### src/rtl/phase_step_sweep.sv
// phase_step_sweep: linear frequency-sweep controller feeding the 32-bit
// phase-step input of the quarter-wave sine generator.
// A sweep ramps o_phase_step from start_step to stop_step in steps of
// step_inc. There are dwell+1 cycles between updates.
// Optional feature macro: SWEEP_TRIANGLE_EN. When it is defined the block
// runs a continuous up/down triangle sweep until i_stop. When it is
// undefined the block does a single ramp that ends with o_done.
module phase_step_sweep #(
    parameter int DWELL_WIDTH = 16
) (
    input  logic                   i_clk,
    input  logic                   i_rst_n,
    input  logic                   i_start,
    input  logic                   i_stop,
    input  logic [31:0]            i_start_step,
    input  logic [31:0]            i_stop_step,
    input  logic [31:0]            i_step_inc,
    input  logic [DWELL_WIDTH-1:0] i_dwell,
    output logic [31:0]            o_phase_step,
    output logic                   o_busy,
    output logic                   o_done,
    output logic                   o_dir
);

    localparam logic [1:0] ST_IDLE = 2'd0;
    localparam logic [1:0] ST_UP   = 2'd1;
`ifdef SWEEP_TRIANGLE_EN
    localparam logic [1:0] ST_DOWN = 2'd2;
`endif

    logic [1:0]             state;
    logic [31:0]            stop_q;
    logic [31:0]            inc_q;
    logic [DWELL_WIDTH-1:0] dwell_q;
    logic [DWELL_WIDTH-1:0] dwell_cnt;
    logic [31:0]            phase_q;
    logic                   busy_q;
    logic                   done_q;

    // 33-bit sum: a carry out of bit 31 means the true value is already
    // past any 32-bit stop_step, so the clamp absorbs it and nothing wraps.
    logic [32:0] up_sum;
    logic        up_hit;
    logic        dwell_hit;

    assign up_sum    = {1'b0, phase_q} + {1'b0, inc_q};
    assign up_hit    = (up_sum >= {1'b0, stop_q});
    assign dwell_hit = (dwell_cnt == dwell_q);

`ifdef SWEEP_TRIANGLE_EN
    // The start value is needed again only for the downward leg.
    logic [31:0] start_q;
    logic        dir_q;
    logic [32:0] dn_diff;
    logic        dn_hit;

    // Signed 33-bit compare so that an underflow below zero also hits.
    assign dn_diff = {1'b0, phase_q} - {1'b0, inc_q};
    assign dn_hit  = ($signed(dn_diff) <= $signed({1'b0, start_q}));
`endif

    // Sweep FSM, dwell counter and phase-step register.
    always_ff @(posedge i_clk or negedge i_rst_n) begin
        if (!i_rst_n) begin
            state     <= ST_IDLE;
            stop_q    <= '0;
            inc_q     <= '0;
            dwell_q   <= '0;
            dwell_cnt <= '0;
            phase_q   <= '0;
            busy_q    <= 1'b0;
            done_q    <= 1'b0;
`ifdef SWEEP_TRIANGLE_EN
            start_q   <= '0;
            dir_q     <= 1'b0;
`endif
        end else begin
            done_q <= 1'b0;
            case (state)
                ST_IDLE: begin
                    // A simultaneous stop wins over start.
                    if (i_start && !i_stop) begin
                        stop_q    <= i_stop_step;
                        inc_q     <= i_step_inc;
                        dwell_q   <= i_dwell;
                        dwell_cnt <= '0;
                        phase_q   <= i_start_step;
                        busy_q    <= 1'b1;
                        state     <= ST_UP;
`ifdef SWEEP_TRIANGLE_EN
                        start_q   <= i_start_step;
                        dir_q     <= 1'b0;
`endif
                    end
                end
                ST_UP: begin
                    if (i_stop) begin
                        // Abort: phase freezes, no completion pulse.
                        state  <= ST_IDLE;
                        busy_q <= 1'b0;
                    end else if (dwell_hit) begin
                        dwell_cnt <= '0;
                        if (up_hit) begin
                            phase_q <= stop_q;
`ifdef SWEEP_TRIANGLE_EN
                            dir_q   <= 1'b1;
                            state   <= ST_DOWN;
`else
                            busy_q  <= 1'b0;
                            done_q  <= 1'b1;
                            state   <= ST_IDLE;
`endif
                        end else begin
                            phase_q <= up_sum[31:0];
                        end
                    end else begin
                        dwell_cnt <= dwell_cnt + DWELL_WIDTH'(1);
                    end
                end
`ifdef SWEEP_TRIANGLE_EN
                ST_DOWN: begin
                    if (i_stop) begin
                        state  <= ST_IDLE;
                        busy_q <= 1'b0;
                        dir_q  <= 1'b0;
                    end else if (dwell_hit) begin
                        dwell_cnt <= '0;
                        if (dn_hit) begin
                            // One full triangle period completed.
                            phase_q <= start_q;
                            dir_q   <= 1'b0;
                            done_q  <= 1'b1;
                            state   <= ST_UP;
                        end else begin
                            phase_q <= dn_diff[31:0];
                        end
                    end else begin
                        dwell_cnt <= dwell_cnt + DWELL_WIDTH'(1);
                    end
                end
`endif
                default: begin
                    state  <= ST_IDLE;
                    busy_q <= 1'b0;
                end
            endcase
        end
    end

    assign o_phase_step = phase_q;
    assign o_busy       = busy_q;
    assign o_done       = done_q;
`ifdef SWEEP_TRIANGLE_EN
    assign o_dir        = dir_q;
`else
    assign o_dir        = 1'b0;
`endif

endmodule

### config.mk
export PLATFORM = sky130hd
export DESIGN_NAME = phase_step_sweep
export DESIGN_NICKNAME = d
export VERILOG_FILES = /design/src/rtl/phase_step_sweep.sv
export SDC_FILE = /design/constraint.sdc
export NUM_CORES = 1
export LEC_CHECK = 0
export CAP_MARGIN = 20
export CELL_PAD_IN_SITES_DETAIL_PLACEMENT = 1
export CELL_PAD_IN_SITES_GLOBAL_PLACEMENT = 1
export CORE_MARGIN = 2
export CORE_UTILIZATION = 37
export DETAILED_ROUTE_END_ITERATION = 8
export GPL_TIMING_DRIVEN = 0
export PLACE_DENSITY_LB_ADDON = 0.1
export REMOVE_ABC_BUFFERS = 1
export SLEW_MARGIN = 20
export SYNTH_ARGS = -nofsm -noshare
export SYNTH_HDL_FRONTEND = slang
export SYNTH_SLANG_ARGS = --single-unit
export TNS_END_PERCENT = 100
### constraint.sdc
create_clock -name i_clk -period 4.4 [get_ports i_clk]
set_input_delay 0.66 -clock i_clk [delete_from_list [all_inputs] [get_ports i_clk]]
set_output_delay 0.66 -clock i_clk [all_outputs]
set_load 0.05 [all_outputs]
# Word level (Yosys, flattened, before mapping)
# Cells that the tools add are included.
word_totals:
  regBits: 132
  latch_bits: 0
  mem_bits_rw: 0
  romBits: 0
  output_inout_bits: 35
  n_memories: 0
classes:
  addsub: 2
  mul: 0
  div: 0
  n_lt_le_gt_ge: 1
  n_eq_ne: 7
  shifts: 0
  muxes: 23
  bitwise_logic: 0
  reduce_logical: 8
ops:
  columns: ["cell", "count"]
  rows:
  - ["$mux W32", 4]
  - ["$pmux W32 S2", 1]
  - ["$mux W16", 3]
  - ["$add A32 B32 Y33", 1]
  - ["$ge A33 B32 Y1", 1]
  - ["$pmux W16 S2", 1]
  - ["$add A16 B1 Y16 const B", 1]
  - ["$eq A16 B16 Y1", 1]
  - ["$mux W1", 8]
  - ["$mux W2", 4]
  - ["$ne A2 B2 Y1 const B", 3]
  - ["$ne A3 B3 Y1 const B", 2]
  - ["$reduce_and A3 Y1", 2]
  - ["$pmux W2 S2", 1]
  - ["$reduce_and A4 Y1", 1]
  - ["$eq A2 B1 Y1 const B", 1]
  - ["$logic_not A2 Y1", 1]
  - ["$pmux W1 S2", 1]
  - ["$reduce_and A2 Y1", 1]
  - ["$reduce_bool A2 Y1", 1]
  - ["$logic_and A1 B1 Y1", 1]
  - ["$logic_not A1 Y1", 1]

# Depth between registers and ports, before layout
logic_depth:
  depth_word: 6
  depth_mapped: 21
  ltp_nobuf: 18

# Least setup slack after synthesis
# Ideal clock, no wire load.
synth_path:
  path_type: "reg2reg"
  start: "register phase_q[0] (netlist: o_phase_step[0])"
  end: "register phase_q[23] (netlist: o_phase_step[23])"
  setup_ps: 129
  t_arrival_ps: 4860
  required_time_ps: 4271
  setup_slack_ps: -590
  path_stages_with_launch: 20
  path_buffers: 2
  cell_sequence: "dfrtp_1 -> ha_1 -> fa_1 -> a211oi_2 -> o31ai_4 -> o2111ai_4 -> a2111oi_4 -> or3b_2 -> and4b_1 -> or3_1 -> ha_1 -> o21a_1 -> o21ai_0 -> a21oi_1 -> a211oi_1 -> o211a_1 -> buf_6 -> buf_12 -> mux2i_1 -> o21ai_1"
synth_via:
  elab_chain_cells: 6
synth_lines:
  columns: ["element", "line", "source"]
  rows:
  - ["from (decl)", "36", "logic [31:0] phase_q;"]
  - ["from (signal assigned)", "87", "phase_q <= i_start_step;"]
  - ["from (signal assigned)", "104", "phase_q <= stop_q;"]
  - ["from (signal assigned)", "114", "phase_q <= up_sum[31:0];"]
  - ["$add A32 B32 Y33 *", "46", "assign up_sum = {1'b0, phase_q} + {1'b0, inc_q};"]
  - ["$ge A33 B32 Y1", "47", "assign up_hit = (up_sum >= {1'b0, stop_q});"]
  - ["$mux W32 *", "103", "if (up_hit) begin"]
  - ["$mux W32 *", "101", "end else if (dwell_hit) begin"]
  - ["$mux W32 *", "97", "if (i_stop) begin"]
  - ["$pmux W32 S2 *", "79", "case (state)"]
# Mark *: on every way between the ends. The rest lies on a longest branch, timed or not. The select of a mux whose other input is x is not followed.
# A chain may end at the register's enable or synchronous reset.

# Final worst setup path
layout_path:
  start: "register inc_q[0]"
  end: "register phase_q[0] (netlist: o_phase_step[0])"
layout_via:
  elab_chain_cells: 6
layout_lines:
  columns: ["element", "line", "source"]
  rows:
  - ["from (decl)", "33", "logic [31:0] inc_q;"]
  - ["from (signal assigned)", "84", "inc_q <= i_step_inc;"]
  - ["$add A32 B32 Y33 *", "46", null]
  - ["$ge A33 B32 Y1", "47", null]
  - ["$mux W32 *", "103", null]
  - ["$mux W32 *", "101", null]
  - ["$mux W32 *", "97", null]
  - ["$pmux W32 S2 *", "79", null]
# Marked as above.

==> metrics.txt <==
outcome=finished, violations left; failing checks=setup timing; setup ws final=-0.0736 ns; initial antenna violation count=0; top cell type's share of synthesized area=38.6%; Max stage delay on crit path=0.40 ns; Finished Cell Area=11500 sq um; global-route wire length before repair=42000 um; overall routing resource usage=22.3%; CTS tree=yes; Wirelength per Cell=19.3 um; synthesized-area fraction occupied by xor and xnor cells=4.78%; nets@finish=1248; antenna diode count=0; grt total ovfl=0; crit-path cells=ha_2 > fa_2 > a211oi_4 > o31ai_4 > o2111ai_4 > a2111oi_4 > or3b_4 > and4b_1 > or3_4 > ha_4 > o21a_1 > o21ai_2 > or2_2 > a31o_4 > o211ai_4 > buf_6 > mux2i_1 > o21ai_1; post-synthesis sequential area ratio=38.6%; Buf+Inv Stages, Crit Path=1; share of cells above drive strength 1=18.4%; P&R area growth vs syn=36.5%; largest family of logic cells by synthesized area=compound AO/OA/AOI/OAI gates; max frequency=224 MHz; Post-Synth Adder-Cell Area=9.88%; Cells after Synth=889; # fillers=2510; clk_skew=0.0103 ns; metal3 WL=884 um; drt initial violations=310; CTS root buf=clkbuf_16; final core utilization=51.2%; Compound-Gate Fraction of Synth Area=18.6%; Max Buffers Root-to-Sink=2; Seq. cell area=3250 sq um; Synth Flop Type=dfrtp_1; Clock Sinks=130; routed vias/inst=5.40; mux contribution to synthesized area=9.63%; ys async rst share=100%; WL met1=12400 um; pre-CTS setup slack=-1.24 ns; final WL=26300 um; Yosys reg bits=130; Post-Syn Area per Cell=9.49 sq um; Starting Density=37.5%; H-tree levels=4; Die W=155 um; Worst-Skew Late Latency=0.43 ns; worst hold slack=0.0995 ns; pin count of the biggest net entering global routing=92; max cap viols=0; drc violations=0; Final Wtd Congestion=0.786; # rows=55; Max Slew Vio Count=0; dpl hpwl=19100 um; final hold vios=0; Core Box Area=22500 sq um; Slew headroom=44.6%; Mapped Area=8430 sq um; Worst Path Arrival=4.78 ns; cell taking the most area after synthesis=dfrtp_1; Crit Path Category=flop to flop; Slew @ Worst Pin=0.831 ns; num ports=151; top post-synthesis cells by count=dfrtp_1 (130), o21ai_0 (92), a21oi_1 (78); multi-input logic area=5130 sq um; count leader, synth=dfrtp_1; hold crit path type=primary input to async pin; top cells by area, synth=dfrtp_1 (39%), ha_1 (9.6%), mux2_2 (6.5%); highest routed metal layer=met4; Die Y=155 um; vias in the first global route=7868; synth unique cells=68; RSZ-0062 raised after global routing=yes; Placed Area=10300 sq um; ANT nets after route=0; Startpoint Class=flop; number of synthesized flops with an enable pin=0; met2 routed WL=12700 um; CP max FO=7; port bufs=149; Leak Pwr=0.00500 uW; YS warnings=0; CP delay by family, top=compound AO/OA/AOI/OAI gates; Worst-path clk slew=0.06 ns; slowest cell on the critical path=or3b_4; Synth Area in Simple Gates=14.0%; area of the die=24000 sq um; VDD IR max=0.377 mV; part of the cycle the worst path needs=102%; setup violators final=20; min cycle time layout=4.47 ns; Num CTS Buffers=17; Pwr per Cell Area=759 nW/um^2; via count=7360; TritonRoute pass-1 iters=4; crit path capture type=flop; CP required=4.71 ns
-- cell usage in the layout, fill, tap and decap left out, types with 6 or more instances in the layout --
master             n
buf_4             25
and3_1            39
o21ai_0           77
nor2_1            42
o21ai_1           28
o31ai_1            6
nand2b_1           7
inv_1             41
a21o_1             8
mux2i_1           22
clkdlybuf4s50_1  148
a21oi_1           72
nand2_1           69
dfrtp_1          129
clkbuf_16         17
buf_6             13
nand4_1           14
ha_1              59
nor3_1             8
mux2_2            49
nand3_1           17
xnor2_1           16
xor2_1            30
-- path summary, 6_finish.rpt --
path	start	to	slack, ns	cells after the start
min in group i_clk	inc_q[9]	inc_q[9]	0.51	1
worst max-delay path	inc_q[0]	o_phase_step[0]	-0.07	18
max in group asynchronous	i_rst_n	o_phase_step[10]	3.49	2
worst max register to register	inc_q[0]	o_phase_step[0]	-0.07	18
worst min register to register	inc_q[9]	inc_q[9]	0.51	1
worst min-delay path	i_rst_n	o_phase_step[5]	0.1	1
-- layout make-up --
cell class                 count  area share, %
sequential                   130           28.3
tap                          285           3.10
clock buffer                  18           3.81
inverter                      42           1.37
multi-input combinational    679           44.5
clock inverter                14           1.33
timing repair buffer         196           17.6
-- flip-flops by register name, indices dropped and copies added, names as in the netlist --
register and cells:
inc_q 32, o_done 1, o_busy 1, o_phase_step 32, dwell_cnt 16, stop_q 32, dwell_q 16
-- per-layer routing --
metal | GRT usage [%] | vias to the layer above
met2 | 37.5 | 136
li1 | - | 3574
met4 | 5.11 | 0
met3 | 3.29 | 15
met5 | 0 | -
met1 | 30.6 | 3635
-- report_power, final --
group | total [uW] | switching (uW) | leakage [uW] | internal [uW]
logic | 5620 | 3100 | 0.00311 | 2520
registers | 1670 | 218 | 0.00160 | 1450
clock network | 1450 | 592 | 0.000291 | 856
total | 8740 | 3910 | 0.00500 | 4830
-- kinds of logic after synthesis --
logic type / after synthesis
buffers and inverters: 81
AND/OR/NAND/NOR: 234
other: 1
flip-flops: 130
AO/OA/AOI/OAI: 256
XOR/XNOR: 46
adder cells (fa/ha/maj): 66
multiplexers: 75
-- per-stage QoR --
step                      instances  power (uW)  setup TNS, ns
after floorplan                 850        4780        -317.30
after global placement         1284        6100       -1144.43
after detailed placement       1300        6150         -37.49
after CTS                      1357        8390          -4.48
after global routing           1364        9340          -6.15
final                          1364        8740         -0.550
-- what timing repair did --
item                                    4_1_cts  5_1_grt
hold buffers                                  0        0
resized for setup                            39       40
endpoints found under the setup margin       34       34
buffers inserted                             25        7
cloned                                        1        0
pin swaps                                    24       17
hold endpoints to repair                      0        0
-- worst reg2reg max path: stages, from the launching register on --
cell,delay [ns]
dfrtp_1,0.38
ha_2,0.20
fa_2,0.38
a211oi_4,0.26
o31ai_4,0.11
o2111ai_4,0.26
a2111oi_4,0.11
or3b_4,0.40
and4b_1,0.20
or3_4,0.38
ha_4,0.29
o21a_1,0.13
o21ai_2,0.07
or2_2,0.31
a31o_4,0.24
o211ai_4,0.19
buf_6,0.16
mux2i_1,0.19
o21ai_1,0.08
No activity file was read; power rests on OpenSTA's default activity.
